==> src/rtl/imem_loader_pkg.sv <==
// Shared types and constants for the UART instruction-memory loader.
// Optional checksum stage is enabled with IMEM_LOADER_CHECKSUM_EN.
package imem_loader_pkg;

  localparam logic [7:0] SYNC_BYTE = 8'hA5;

  typedef enum logic [2:0] {
    StSync,
    StCntLo,
    StCntHi,
    StData,
    StWrite,
    StDone,
    StErr
`ifdef IMEM_LOADER_CHECKSUM_EN
    , StChk
`endif
  } loaderState_e;

  typedef enum logic [1:0] {
    RxIdle,
    RxStart,
    RxData,
    RxStop
  } rxState_e;

  function automatic int unsigned clks_per_bit(input int unsigned freq, input int unsigned baud);
    return freq / baud;
  endfunction

endpackage

==> src/rtl/imem_uart_loader_if.sv <==
// Single-cycle instruction-memory write port driven by the boot loader.
interface imem_uart_loader_if;
  logic        imem_we;
  logic [31:0] imem_addr;
  logic [31:0] imem_wdata;

  modport master (output imem_we, output imem_addr, output imem_wdata);
  modport slave  (input imem_we, input imem_addr, input imem_wdata);
endinterface

==> src/rtl/uart_rx_byte.sv <==
// 8N1 UART byte receiver: 2-flop synchronizer, mid-bit sampling, glitch-rejecting start.
module uart_rx_byte
  import imem_loader_pkg::*;
#(
  parameter int unsigned ClksPerBit = 16
) (
  input  logic       clk,
  input  logic       rst_n,
  input  logic       rxSerial,
  output logic       rxValid,
  output logic [7:0] rxByte,
  output logic       rxFerr
);
  localparam int unsigned CntW = $clog2(ClksPerBit);
  localparam logic [CntW-1:0] HalfM1 = CntW'(ClksPerBit / 2 - 1);
  localparam logic [CntW-1:0] BitM1  = CntW'(ClksPerBit - 1);

  rxState_e        stateQ, stateD;
  logic [2:0]      syncQ;  // [0],[1] synchronizer, [2] previous synced level
  logic [CntW-1:0] cntQ;
  logic [2:0]      bitIdxQ;
  logic [7:0]      shiftQ;
  logic            rxBit, fall, tick;

  assign rxBit = syncQ[1];
  assign fall  = syncQ[2] & ~rxBit;
  assign tick  = (stateQ == RxStart) ? (cntQ == HalfM1) : (cntQ == BitM1);

  always_ff @(posedge clk or negedge rst_n) begin
    if (!rst_n) stateQ <= RxIdle;
    else        stateQ <= stateD;
  end

  always_comb begin
    stateD = stateQ;
    unique case (stateQ)
      RxIdle:  if (fall) stateD = RxStart;
      RxStart: if (tick) stateD = rxBit ? RxIdle : RxData;
      RxData:  if (tick && bitIdxQ == 3'd7) stateD = RxStop;
      RxStop:  if (tick) stateD = RxIdle;
      default: stateD = RxIdle;
    endcase
  end

  always_comb begin
    rxValid = (stateQ == RxStop) && tick && rxBit;
    rxFerr  = (stateQ == RxStop) && tick && !rxBit;
    rxByte  = shiftQ;
  end

  always_ff @(posedge clk or negedge rst_n) begin
    if (!rst_n) begin
      syncQ   <= 3'b111;
      cntQ    <= '0;
      bitIdxQ <= '0;
      shiftQ  <= '0;
    end else begin
      syncQ <= {syncQ[1:0], rxSerial};
      if (stateQ == RxIdle || tick) cntQ <= '0;
      else                          cntQ <= cntQ + 1'b1;
      if (stateQ == RxIdle) begin
        bitIdxQ <= '0;
      end else if (stateQ == RxData && tick) begin
        bitIdxQ <= bitIdxQ + 1'b1;
        shiftQ  <= {rxBit, shiftQ[7:1]};
      end
    end
  end

endmodule

==> src/rtl/imem_uart_loader.sv <==
// Boot loader: receives a framed program image over UART and writes it into instruction memory.
// Define IMEM_LOADER_CHECKSUM_EN to require a trailing XOR checksum byte.
module imem_uart_loader
  import imem_loader_pkg::*;
#(
  parameter int unsigned CLK_FREQ_HZ = 50000000,
  parameter int unsigned BAUD        = 115200,
  parameter int unsigned MAX_WORDS   = 1024
) (
  input  logic                      clk,
  input  logic                      rst_n,
  input  logic                      uart_rx_i,
  imem_uart_loader_if.master        imem,
  output logic                      cpu_hold,
  output logic                      load_done,
  output logic                      load_err,
  output logic [15:0]               words_loaded
);
  localparam int unsigned ClksPerBit = clks_per_bit(CLK_FREQ_HZ, BAUD);
  localparam logic [16:0] MaxWords   = 17'(MAX_WORDS);

`ifdef IMEM_LOADER_CHECKSUM_EN
  localparam loaderState_e AfterLast = StChk;
`else
  localparam loaderState_e AfterLast = StDone;
`endif

  logic         rxValid, rxFerr;
  logic [7:0]   rxByte;
  loaderState_e stateQ, stateD;
  logic [7:0]   cntLoQ;
  logic [15:0]  countQ, wordIdxQ, wordsLoadedQ;
  logic [1:0]   byteIdxQ;
  logic [31:0]  wordBufQ, addrQ, wdataQ;
  logic [15:0]  newCount;
`ifdef IMEM_LOADER_CHECKSUM_EN
  logic [7:0]   xsumQ;
`endif

  uart_rx_byte #(
    .ClksPerBit(ClksPerBit)
  ) u_rx (
    .clk      (clk),
    .rst_n    (rst_n),
    .rxSerial (uart_rx_i),
    .rxValid  (rxValid),
    .rxByte   (rxByte),
    .rxFerr   (rxFerr)
  );

  assign newCount = {rxByte, cntLoQ};

  always_ff @(posedge clk or negedge rst_n) begin
    if (!rst_n) stateQ <= StSync;
    else        stateQ <= stateD;
  end

  always_comb begin
    stateD = stateQ;
    if (rxFerr && stateQ != StDone) begin
      stateD = StErr;
    end else begin
      unique case (stateQ)
        StSync:  if (rxValid && rxByte == SYNC_BYTE) stateD = StCntLo;
        StCntLo: if (rxValid) stateD = StCntHi;
        StCntHi: begin
          if (rxValid) begin
            if (newCount == 16'd0)                stateD = AfterLast;
            else if ({1'b0, newCount} > MaxWords) stateD = StErr;
            else                                  stateD = StData;
          end
        end
        StData:  if (rxValid && byteIdxQ == 2'd3) stateD = StWrite;
        StWrite: stateD = (wordIdxQ + 16'd1 == countQ) ? AfterLast : StData;
`ifdef IMEM_LOADER_CHECKSUM_EN
        StChk:   if (rxValid) stateD = (rxByte == xsumQ) ? StDone : StErr;
`endif
        StDone:  stateD = StDone;
        StErr:   stateD = StErr;
        default: stateD = StErr;
      endcase
    end
  end

  // Status is decoded from the state register, so hold drops on the edge that sets done.
  always_comb begin
    imem.imem_we = (stateQ == StWrite);
    cpu_hold     = (stateQ != StDone);
    load_done    = (stateQ == StDone);
    load_err     = (stateQ == StErr);
  end

  assign imem.imem_addr  = addrQ;
  assign imem.imem_wdata = wdataQ;
  assign words_loaded    = wordsLoadedQ;

  always_ff @(posedge clk or negedge rst_n) begin
    if (!rst_n) begin
      cntLoQ       <= '0;
      countQ       <= '0;
      wordIdxQ     <= '0;
      wordsLoadedQ <= '0;
      byteIdxQ     <= '0;
      wordBufQ     <= '0;
      addrQ        <= '0;
      wdataQ       <= '0;
    end else begin
      unique case (stateQ)
        StCntLo: if (rxValid) cntLoQ <= rxByte;
        StCntHi: begin
          if (rxValid) begin
            countQ   <= newCount;
            byteIdxQ <= '0;
            wordIdxQ <= '0;
          end
        end
        StData: begin
          if (rxValid) begin
            wordBufQ <= {rxByte, wordBufQ[31:8]};
            byteIdxQ <= byteIdxQ + 1'b1;
            if (byteIdxQ == 2'd3) begin
              addrQ  <= {14'd0, wordIdxQ, 2'b00};
              wdataQ <= {rxByte, wordBufQ[31:8]};
            end
          end
        end
        StWrite: begin
          wordIdxQ     <= wordIdxQ + 16'd1;
          wordsLoadedQ <= wordsLoadedQ + 16'd1;
        end
        default: ;
      endcase
    end
  end

`ifdef IMEM_LOADER_CHECKSUM_EN
  always_ff @(posedge clk or negedge rst_n) begin
    if (!rst_n) begin
      xsumQ <= '0;
    end else if (rxValid) begin
      if (stateQ == StCntLo)                         xsumQ <= rxByte;
      else if (stateQ == StCntHi || stateQ == StData) xsumQ <= xsumQ ^ rxByte;
    end
  end
`endif

endmodule
==> src/flat_wrapper.sv <==
// flat-port wrapper written by rule: the top's interface ports become plain ports
module imem_uart_loader_flat import imem_loader_pkg::*;
#(
  parameter int unsigned CLK_FREQ_HZ = 50000000,
  parameter int unsigned BAUD        = 115200,
  parameter int unsigned MAX_WORDS   = 1024
)
  (clk, rst_n, uart_rx_i, cpu_hold, load_done, load_err, words_loaded, imem_imem_we, imem_imem_addr, imem_imem_wdata);
  imem_uart_loader_if imem_i ();
  input  logic clk;
  input  logic rst_n;
  input  logic uart_rx_i;
  output logic cpu_hold;
  output logic load_done;
  output logic load_err;
  output logic [15:0] words_loaded;
  output wire logic [$bits(imem_i.imem_we)-1:0] imem_imem_we;
  output wire logic [$bits(imem_i.imem_addr)-1:0] imem_imem_addr;
  output wire logic [$bits(imem_i.imem_wdata)-1:0] imem_imem_wdata;
  assign imem_imem_we = imem_i.imem_we;
  assign imem_imem_addr = imem_i.imem_addr;
  assign imem_imem_wdata = imem_i.imem_wdata;
  imem_uart_loader #(.CLK_FREQ_HZ(CLK_FREQ_HZ), .BAUD(BAUD), .MAX_WORDS(MAX_WORDS)) u_core (.clk(clk), .rst_n(rst_n), .uart_rx_i(uart_rx_i), .imem(imem_i), .cpu_hold(cpu_hold), .load_done(load_done), .load_err(load_err), .words_loaded(words_loaded));
endmodule
==> config.mk <==
export PLATFORM = sky130hd
export DESIGN_NAME = imem_uart_loader_flat
export DESIGN_NICKNAME = d
export VERILOG_FILES = /design/src/rtl/imem_loader_pkg.sv /design/src/rtl/imem_uart_loader_if.sv /design/src/rtl/uart_rx_byte.sv /design/src/rtl/imem_uart_loader.sv /design/src/flat_wrapper.sv
export SDC_FILE = /design/constraint.sdc
export NUM_CORES = 1
export LEC_CHECK = 0
export CAP_MARGIN = 20
export CORE_MARGIN = 2
export CORE_UTILIZATION = 60
export DETAILED_ROUTE_END_ITERATION = 10
export PLACE_DENSITY_LB_ADDON = 0.15
export SYNTH_ARGS = -nofsm -noshare
export SYNTH_HDL_FRONTEND = slang
export SYNTH_SLANG_ARGS = --single-unit
==> constraint.sdc <==
create_clock -name clk -period 5.9 [get_ports clk]
set_input_delay 0.885 -clock clk [delete_from_list [all_inputs] [get_ports clk]]
set_output_delay 0.885 -clock clk [all_outputs]
set_load 0.02 [all_outputs]
## After elaboration in Yosys (flattened, before gate mapping)

Index checks and enable logic that the tools add are counted.

| storage, ports and cells | value |
|---|---|
| register bits | 166 |
| input port bits | 3 |
| output and inout port bits | 84 |
| logic and storage cells | 98 |

| cells by class | value |
|---|---|
| add/sub/neg operators | 5 |
| magnitude comparators | 1 |
| eq/ne operators | 26 |
| mux-type cells | 24 |
| bitwise operators | 3 |
| reductions and logical operators | 25 |

Operators with widths:

| operator | count |
|---|---|
| $add A16 B1 Y16 const B | 2 |
| $pmux W16 S2 | 1 |
| $mux W3 | 10 |
| $pmux W3 S6 | 1 |
| $eq A16 B16 Y1 | 1 |
| $gt A16 B11 Y1 const B | 1 |
| $logic_not A16 Y1 | 1 |
| $mux W16 | 1 |
| $mux W2 | 7 |
| $eq A3 B3 Y1 const B | 4 |
| $ne A3 B1 Y1 const B | 4 |
| $reduce_and A2 Y1 | 5 |
| $add A9 B1 Y9 const B | 1 |
| $eq A9 B8 Y1 const B | 1 |
| $eq A9 B9 Y1 const B | 1 |
| $mux W9 | 1 |
| $eq A8 B8 Y1 const B | 1 |
| $logic_and A1 B1 Y1 | 8 |
| $ne A2 B2 Y1 const B | 4 |
| $pmux W2 S4 | 1 |
| $reduce_and A4 Y1 | 2 |
| $eq A2 B2 Y1 const B | 3 |
| $eq A3 B2 Y1 const B | 2 |
| $reduce_and A3 Y1 | 2 |
| other kinds (15) | 19 |

## Depth between registers and ports, before layout

Gate-level depths: netlist of run 1.

| depth | value |
|---|---|
| word-level depth | 8 |
| gate-level depth with buffers | 11 |
| depth with buffers taken out | 8 |

## Modules after synthesis

Synthesis of run 1 repeated with hierarchy kept, for this count alone.

| unflattened totals | value |
|---|---|
| cells, all modules | 606 |
| area, all modules | 7357.1 µm² |

Modules (own cells, without submodules):

| module | instances | cells each | area an instance (µm²) | seq. area each (µm²) |
|---|---|---|---|---|
| imem_uart_loader | 1 | 513 | 6189.7 | 3328.2 |
| uart_rx_byte | 1 | 93 | 1167.4 | 629.4 |

## Worst setup path before layout of run 1

Ideal clock, no wire load.

| timing path | value |
|---|---|
| kind | reg-to-reg |
| start | reg (tool-made name) |
| end | reg u_core.addrQ[10], in the netlist u_core.imem.imem_addr[10] |
| library setup time | 125 ps |
| arrival | 2424 ps |
| required time | 5775 ps |
| setup slack | 3351 ps |
| cell stages (with the launch flop) | 12 |
| path buffers | 5 |
| period minus slack after synthesis | 2549 ps |
| cells stage by stage | dfrtp_1 buf_6 nand2b_4 or4_4 buf_6 a211oi_4 and3_1 buf_4 nand2_2 buf_6 buf_6 mux2_4 |

RTL lines:

| element | line | RTL |
|---|---|---|
| end signal, assigned | imem_uart_loader.sv:122 | `addrQ <= {14'd0, wordIdxQ, 2'b00};` |
| end, declared | imem_uart_loader.sv:34 | `logic [31:0] wordBufQ, addrQ, wdataQ;` |

## Worst setup path after layout of run 1

| timing path | value |
|---|---|
| start | reg u_core.stateQ[0] |
| end | out imem_imem_we |

| on the way | value |
|---|---|
| word-level cells in the longest chain between the ends | 1 |

RTL lines:

| element | line | RTL |
|---|---|---|
| start, declared | imem_uart_loader.sv:30 | `loaderState_e stateQ, stateD;` |
| start signal, assigned | imem_uart_loader.sv:54 | `if (!rst_n) stateQ <= StSync;` |
| start signal, assigned | imem_uart_loader.sv:55 | `else stateQ <= stateD;` |
| $eq A3 B3 Y1 | imem_uart_loader.sv:87 | `imem.imem_we = (stateQ == StWrite);` |
| end, declared | flat_wrapper.sv:17 | `output wire logic [$bits(imem_i.imem_we)-1:0] imem_imem_we;` |

Every way passes these cells.

==> results.md, run 1 <==
- Outcome: completed
- Main combinational cell family by area after synthesis: multiplexers
- Largest net degree at the start of global routing: 115
- Fin util: 0.722
- Fill count: 804
- Post-synth top flop: dfrtp_1
- Area taken by multi-input logic gates: 0.00310 sq mm
- Vias: 4727
- Max_cap viols: 0
- Tightest Pin Transition: 0.993 ns
- Synth top area cells: dfrtp_1 (53%), mux2_2 (13%), mux2_4 (4.1%)
- Final hold violation count: 0
- Die Area: 0.0131 sq mm
- Critical Path RT: 5.02 ns
- YS warnings: 0
- Critical path cell sequence: inv_1, nand3_1, inv_2, clkdlybuf4s50_1
- # setup viols final: 0
- Ys async rst share: 1.00
- Inserted Clock Buffers: 17
- Vias in the first global route: 4704
- Post-synthesis simple-gate area fraction: 0.107
- Global-route wire length before repair: 23300 um
- Via-per-instance ratio: 5.81
- Final Routed Wirelength: 14100 um
- Top cells by count, synth: dfrtp_1 (155), mux2_2 (87), nand2_1 (34), nor2_1 (34), xnor2_1 (27)
- Layout cells sized above 1: 0.234
- Register area: 0.00396 sq mm
- Hold Crit Class: in -> async
- Number of post-CTS setup repair buffers: 0
- Area Growth Syn to Fin: 18.4%
- CTS tree: built
- Initial Utilization: 0.610
- Post-synthesis xor/xnor area fraction: 0.0540
- 1st-pass router iterations: 4
- Post-synth top area share: 0.532
- Sequential area share after synthesis: 0.542
- CP Data Arrival Time: 3.13 ns
- Initial drt markers: 397
- # H-tree levels: 4
- Nature of the critical path startpoint: register
- Core area: 0.0120 sq mm
- Post-CTS sizing: 0
- Post-synth EDFFs: 0
- Slew headroom: 0.321
- # clock sinks: 158
- Post-DP HPWL: 9010 um
- Max IR drop VDD: 0.227 mV
- Gpl congestion: 0.925
- Diode count: 0
- Yosys top cell by area: dfrtp_1
- TNS Setup: 0 ns
- Drt drc: 0
- Avg Inst Size Synth: 12.4 sq um
- Die Wd: 114 um
- Synth cell types: 59
- Family with the most delay on the worst path: buffers and inverters
- Count leader, synth: dfrtp_1
- Unrepaired setup endpoints after global routing: no
- Remaining antenna violation count: 0
- Port buffer count: 70
- Mapped Area: 0.00730 sq mm
- Final-stage net count: 662
- Mux share of post-synthesis cell area: 0.177
- Tot GR Track Use: 0.231
- Cts hold-fix bufs: 0
- FP Rows: 40
- Max Root-Sink Buffers: 2
- Fraction of the mapped netlist area in compound gates: 0.0682
- Crit Path Max Fanout: 25
- Max Clk Rate: 249 MHz
- Post-DR wirelength/cell: 17.3 um
- Clock insertion delay at the later pin of the skew report: 0.44 ns
- Slowest cell on the critical path: clkdlybuf4s50_1
- Antenna violations before repair: 0
- Clock skew: 0.0127 ns
- Pins Over Slew Limit: 0
- Die Y: 114 um
- CP Class: reg -> out
- CP peak stage delay: 0.70 ns
- Leakage: 4.13 nW
- Clock transition at path regs: 0.06 ns
- Num ports: 87
- Seq cells post-synth: 158
- Period utilisation layout: 0.681
- Post-Synth Adder-Cell Area: 0.0103
- Root buffer cell: clkbuf_16
- Post-Synthesis Cells: 588
- Critical path endpoint category: output pin
- GRT Residual Overflow: 0
- R2r setup slk: 2.79 ns
- P per Cell Area: 274 mW/mm^2
- Crit path buffers/inverters: 3
- Min Clock Period, post-route: 4.02 ns
==> power by group <==
part	internal, mW	switching [mW]	leakage [nW]
combinational	0.0328	0.0558	1.64
clock	0.655	0.483	0.302
sequential	1.11	0.0326	2.18
total	1.80	0.571	4.13
==> routing by layer <==
layer / share of wire / global-route usage / routed length [um]
met1: 0.44 / 0.298 / 6180
met2: 0.49 / 0.372 / 6860
met3: 0.051 / 0.0667 / 723
met4: 0.021 / 0.0927 / 290
met5: 0 / 0 / 0
==> worst reg2reg max path: cells and delay by family (launching register included) <==
family        cells  cell delay (ns)
flops             1             0.48
xor+xnor          1             0.16
simple gates      4             1.48
buf+inv           2             0.88
==> sequential cells by signal, summed over array words and instances (netlist names), named ones only <==
name / cells
u_core.countQ: 16
u_core.u_rx.stateQ: 1
u_core.wordBufQ: 24
u_core.imem.imem_addr: 16
u_core.imem.imem_wdata: 32
u_core.stateQ: 3
u_core.wordIdxQ: 16
u_core.u_rx.rxByte: 8
u_core.words_loaded: 16
u_core.u_rx.bitIdxQ: 3
u_core.cntLoQ: 8
u_core.byteIdxQ: 2
u_core.u_rx.syncQ: 3
u_core.u_rx.cntQ: 9
==> layout by cell type (no fill, tap or decap), drive strengths merged, types with 13 or more instances in the layout <==
master and n:
nand2 35, a21oi 13, inv 16, xnor2 27
mux2 107, o21ai 22, xor2 18, conb 16
dfrtp 155, nand3 20, clkdlybuf4s50 69, nor2 34
clkbuf 19
==> kinds of logic (layout without fill, tap and decap cells) <==
logic type      after synthesis  in the layout
buf+inv                      50            113
other cells                   1             16
xor+xnor                     45             45
compound gates               72             72
flops                       158            158
simple gates                148            148
fa+ha+maj                     6              6
mux                         108            108
==> through the flow <==
stage                     std cells  setup WS (ns)  hold WS [ns]  area [sq um]  power (mW)
after CTS                       810           1.88         0.358          8590        2.38
after global placement          778           2.38         0.347          7980        1.24
after floorplan                 603           3.35         0.345          7350        1.22
after global routing            813           1.67         0.243          8640        2.44
final                           813           1.88         0.249          8640        2.37
after detailed placement        778           2.39         0.347          7980        1.25
==> cell type report <==
type                    instances  share of cell area
clock buffers                  19              0.0513
clock inverters                13              0.0193
inverters                       6             0.00261
multi-input cells             395               0.358
flip-flops and latches        158               0.458
well taps                     147              0.0213
repair buffers                 75              0.0892
==> final timing paths <==
check                                     start                      end  depth (start not counted)
hold reg to reg            u_core.u_rx.syncQ[0]     u_core.u_rx.syncQ[1]                          0
hold / removal                            rst_n       u_core.wordIdxQ[2]                          1
setup reg to reg               u_core.stateQ[0]  u_core.words_loaded[13]                          7
setup / recovery               u_core.stateQ[0]             imem_imem_we                          4
min in group clk           u_core.u_rx.syncQ[0]     u_core.u_rx.syncQ[1]                          0
max in group asynchronous                 rst_n   u_core.words_loaded[5]                          2
Note: power is estimated with default switching activity, not from simulation.
==> run 2: changes to the inputs <==
--- a/config.mk
+++ b/config.mk
@@ -7,7 +7,7 @@
 export LEC_CHECK = 0
 export CAP_MARGIN = 20
 export CORE_MARGIN = 2
-export CORE_UTILIZATION = 60
+export CORE_UTILIZATION = 51
 export DETAILED_ROUTE_END_ITERATION = 10
 export PLACE_DENSITY_LB_ADDON = 0.15
 export SYNTH_ARGS = -nofsm -noshare
==> constraint.sdc (replaced) <==
create_clock -name clk -period 3.64 [get_ports clk]
set_input_delay 0.546 -clock clk [delete_from_list [all_inputs] [get_ports clk]]
set_output_delay 0.546 -clock clk [all_outputs]
set_load 0.02 [all_outputs]
==> results.md, run 2 (same netlist as run 1, synthesis figures left out) <==
- Outcome: completed
- Inserted Clock Buffers: 17
- Hold Crit Class: in -> async
- Vias in the first global route: 4718
- Number of post-CTS setup repair buffers: 0
- Design area: 0.00869 sq mm
- CTS tree: built
- Clock skew: 0.00818 ns
- Post-CTS sizing: 0
- Slowest cell on the critical path: nor4_1
- Core area: 0.0139 sq mm
- Die Area: 0.0153 sq mm
- Post-DR wirelength/cell: 17.0 um
- Register area: 0.00396 sq mm
- FP Rows: 43
- Fin util: 0.624
- Global-route wire length before repair: 23700 um
- Min Clock Period, post-route: 2.91 ns
- Port buffer count: 70
- Largest net degree at the start of global routing: 77
- Post-DP HPWL: 9550 um
- Overall power: 3.84 mW
- Die Wd: 124 um
- Hold_ws: 0.107 ns
- Root buffer cell: clkbuf_16
- Largest register FFs: 32
- Family with the most delay on the worst path: simple AND/OR/NAND/NOR gates
- Placement Setup Slack: 0.829 ns
- P per Cell Area: 441 mW/mm^2
- # H-tree levels: 4
- Commonest non-fill, non-tap cell in the layout: dfrtp_1
- Max_cap viols: 0
- Tightest Pin Transition: 1.01 ns
- Worst Setup Slack, final: 0.732 ns
- Drt drc: 0
- Final hold violation count: 0
- Highest-count cells in the layout ignoring fill and taps: dfrtp_1 (155), mux2_2 (87), clkdlybuf4s50_1 (69)
- Gpl congestion: 0.902
- 1st-pass router iterations: 4
- Via-per-instance ratio: 5.65
- Max Clk Rate: 344 MHz
- Remaining antenna violation count: 0
- Placed Cells incl. Taps: 817
- Cts hold-fix bufs: 0
- Final Routed Wirelength: 14400 um
- Unrepaired setup endpoints after global routing: no
- Leakage: 4.12 nW
- Critical path endpoint category: register
- Area taken by multi-input logic gates: 0.00310 sq mm
- GRT Residual Overflow: 0
- Slew headroom: 0.310
- Die Y: 124 um
- Nature of the critical path startpoint: register
- Critical Path RT: 3.92 ns
- Max Root-Sink Buffers: 2
- # setup viols final: 0
- Period utilisation layout: 0.799
- Crit path buffers/inverters: 0
- CP Data Arrival Time: 3.19 ns
- Initial Utilization: 0.524
- Crit Path Max Fanout: 8
- Layout cells sized above 1: 0.236
- Layout Cells excl Fill: 849
- Clock transition at path regs: 0.06 ns
- Area after DPL: 0.00808 sq mm
- Antenna violations before repair: 0
- Diode count: 0
- Tot GR Track Use: 0.203
- Max IR drop VDD: 0.319 mV
- Fill count: 1092
- Vias: 4799
- CP Class: reg -> reg
- Area Growth Syn to Fin: 19.1%
- Critical path cell sequence: ha_1, nand3_1, nor4_1, xnor2_1, o21ai_0, nor4_1, o21ai_0
- Final-stage net count: 665
- Pins Over Slew Limit: 0
- TNS Setup: 0 ns
- CP peak stage delay: 0.67 ns
- # clock sinks: 158
- Initial drt markers: 285
- Clock insertion delay at the later pin of the skew report: 0.43 ns
- Num ports: 87
[run 2: cell count changes in the layout (fill, tap and decap cells not counted), sizes merged]
| cell | before | now |
|---|---|---|
| inv | 16 | 9 |
| buf | 6 | 9 |
| clkinvlp | 0 | 3 |
| clkbuf | 19 | 21 |
| bufinv | 2 | 3 |
| clkinv | 1 | 2 |
[run 2: metal layers]
layer  GRT usage  wire length, um
met3      0.0481              559
met5           0                0
met4      0.0838              303
met1       0.269             6480
met2       0.322             7090
[run 2: layout make-up]
cell class / instances / share of cell area
tap: 180 / 0.0259
sequential: 158 / 0.455
timing repair buffer: 78 / 0.0891
multi-input combinational: 395 / 0.356
inverter: 6 / 0.00259
clock buffer: 21 / 0.0530
clock inverter: 11 / 0.0180
[run 2: final timing paths]
| kind | start | to | cells past startpoint | slack [ns] |
|---|---|---|---|---|
| max in group asynchronous | rst_n | u_core.wordIdxQ[2] | 2 | 2.55 |
| min in group clk | u_core.u_rx.syncQ[0] | u_core.u_rx.syncQ[1] | 0 | 0.36 |
| setup / recovery | u_core.wordIdxQ[0] | u_core.stateQ[1] | 7 | 0.73 |
| hold / removal | rst_n | u_core.imem.imem_addr[2] | 1 | 0.11 |
| setup reg to reg | u_core.wordIdxQ[0] | u_core.stateQ[1] | 7 | 0.73 |
| hold reg to reg | u_core.u_rx.syncQ[0] | u_core.u_rx.syncQ[1] | 0 | 0.36 |
[run 2: where the power goes]
part           switching [mW]  internal (mW)
Clock                   0.711           1.12
Combinational          0.0979         0.0520
Sequential             0.0543           1.80
Total                   0.864           2.97
==> run 3: changes to the inputs <==
==> constraint.sdc (replaced) <==
create_clock -name clk -period 2.4 [get_ports clk]
set_input_delay 0.36 -clock clk [delete_from_list [all_inputs] [get_ports clk]]
set_output_delay 0.36 -clock clk [all_outputs]
set_load 0.02 [all_outputs]
==> results.md, run 3 (same netlist as run 1, synthesis figures left out) <==
- Root buffer cell: clkbuf_16
- Largest net degree at the start of global routing: 79
- Placed Cells incl. Taps: 869
- Min-delay src: uart_rx_i
- Largest register FFs: 32
- CP Class: reg -> reg
- CTS tree: built
- Diode count: 0
- Clock insertion delay at the later pin of the skew report: 0.42 ns
- Min Clock Period, post-route: 2.34 ns
- Tightest Pin Transition: 0.713 ns
- WHS Path Cells: 1
- Initial Utilization: 0.524
- Gpl congestion: 0.886
- # H-tree levels: 4
- 1st-pass router iterations: 4
- Vias in the first global route: 4961
- Worst r2r path cells: 7
- Nature of the critical path startpoint: register
- Num ports: 87
- Layout cells sized above 1: 0.308
- Leakage: 4.44 nW
- Critical path cell sequence: nand3b_1, or4_4, buf_4, a2111oi_4, buf_4, buf_4, mux2_2
- # setup viols final: 0
- Max IR drop VDD: 0.492 mV
- Port buffer count: 70
- Clock transition at path regs: 0.07 ns
- Antenna violations before repair: 0
- P per Cell Area: 631 mW/mm^2
- Critical Path RT: 2.70 ns
- Initial drt markers: 372
- Max_cap viols: 0
- Post-DR wirelength/cell: 17.0 um
- Final Routed Wirelength: 15400 um
- TNS Setup: 0 ns
- # clock sinks: 158
- Critical path endpoint category: register
- CP Data Arrival Time: 2.64 ns
- RR Endpoint: u_core.countQ[4]
- Slew headroom: 0.525
- Inserted Clock Buffers: 17
- Core area: 0.0139 sq mm
- R2r setup slk: 0.06 ns
- Hold endpoint: u_core.u_rx.syncQ[0]
- Pins Over Slew Limit: 0
- CP peak stage delay: 0.51 ns
- CP most frequent cell: buf_4
- Slowest cell on the critical path: or4_4
- Drt drc: 0
- Final-stage net count: 720
- Via-per-instance ratio: 5.46
- Highest-count cells in the layout ignoring fill and taps: dfrtp_1 (155), mux2_2 (87), clkdlybuf4s50_1 (68)
- Period utilisation layout: 0.974
- Post-DP HPWL: 10600 um
- Hold Crit Class: in -> reg
- Die Area: 0.0153 sq mm
- Tot GR Track Use: 0.214
- Area Growth Syn to Fin: 26.0%
- Max Clk Rate: 428 MHz
- Die Y: 124 um
- Layout Cells excl Fill: 904
- Final hold violation count: 0
- Remaining antenna violation count: 0
- GRT Residual Overflow: 0
- R2R Path Start: u_core.u_rx.cntQ[5]
- Die Wd: 124 um
- Commonest non-fill, non-tap cell in the layout: dfrtp_1
- Crit Path Max Fanout: 8
- Global-route wire length before repair: 24900 um
- Vias: 4938
- FP Rows: 43
- Outcome: completed
- Max Root-Sink Buffers: 2
- Clock skew: 0.00859 ns
==> run 3: layer usage <==
metal,track usage,up-vias,part of all wire,wire length [um]
met5,0,-,0,0
met4,0.0824,0,0.014,222
met3,0.0554,16,0.038,579
met2,0.341,122,0.50,7710
met1,0.283,2478,0.45,6850
li1,-,2322,-,-
==> run 3: how the worst max path moves through the flow <==
stage | from | endpoint | slack [ns]
after floorplan | register | u_core.imem.imem_addr[10] | -0.04
after global placement | u_core.wordIdxQ[0] | u_core.stateQ[1] | 0.02
after detailed placement | u_core.wordIdxQ[0] | u_core.stateQ[1] | -0.03
after CTS | u_core.u_rx.cntQ[5] | u_core.countQ[11] | 0.03
after global routing | u_core.wordIdxQ[0] | u_core.stateQ[1] | -0.005
final | u_core.u_rx.cntQ[5] | u_core.countQ[4] | 0.06
==> run 3: critical path, delay by kind of cell (launching register included) <==
family	cells	cell delay [ns]
buffers and inverters	3	0.55
AOI/OAI and AO/OA	1	0.27
muxes	1	0.35
DFF	1	0.37
and+or+nand+nor	2	0.67
==> run 3: per-stage QoR <==
step           setup slack, ns  total power, mW   util  instance area (sq um)  hold slack, ns
2_1_floorplan          -0.0389             3.00      -                   7380          0.0644
3_3_place_gp            0.0237             3.15  0.612                   8520           0.347
3_5_place_dp           -0.0253             3.17  0.612                   8520           0.351
4_1_cts                 0.0273             5.86  0.655                   9130           0.333
5_1_grt               -0.00518             6.03  0.660                   9200           0.340
6_report                0.0630             5.80  0.660                   9200           0.350
==> run 3: final cells by class <==
type / instances / area, sq um
Timing Repair Buffer: 133 / 1250
Fill cell: 1048 / 4740
Clock inverter: 14 / 156
Tap cell: 180 / 225
Sequential cell: 158 / 3960
Inverter: 6 / 22.5
Clock buffer: 18 / 439
Multi-Input combinational cell: 395 / 3150
==> run 3: timing repair <==
| action | CTS | global route |
|---|---|---|
| pin swaps | 0 | 3 |
| endpoints found under the setup margin | 26 | 26 |
| setup buffers | 0 | 1 |
| resized for setup | 4 | 11 |
| hold buffers | 1 | 0 |
| endpoints found under the hold margin | 10 | 0 |
| gates cloned | 0 | 1 |
==> run 3: where the power goes <==
group          total [mW]  leakage (nW)  switching, mW  internal (mW)
Clock                2.68         0.292           1.11           1.58
Sequential           2.76          2.18         0.0361           2.73
Combinational       0.353          1.97          0.199          0.155
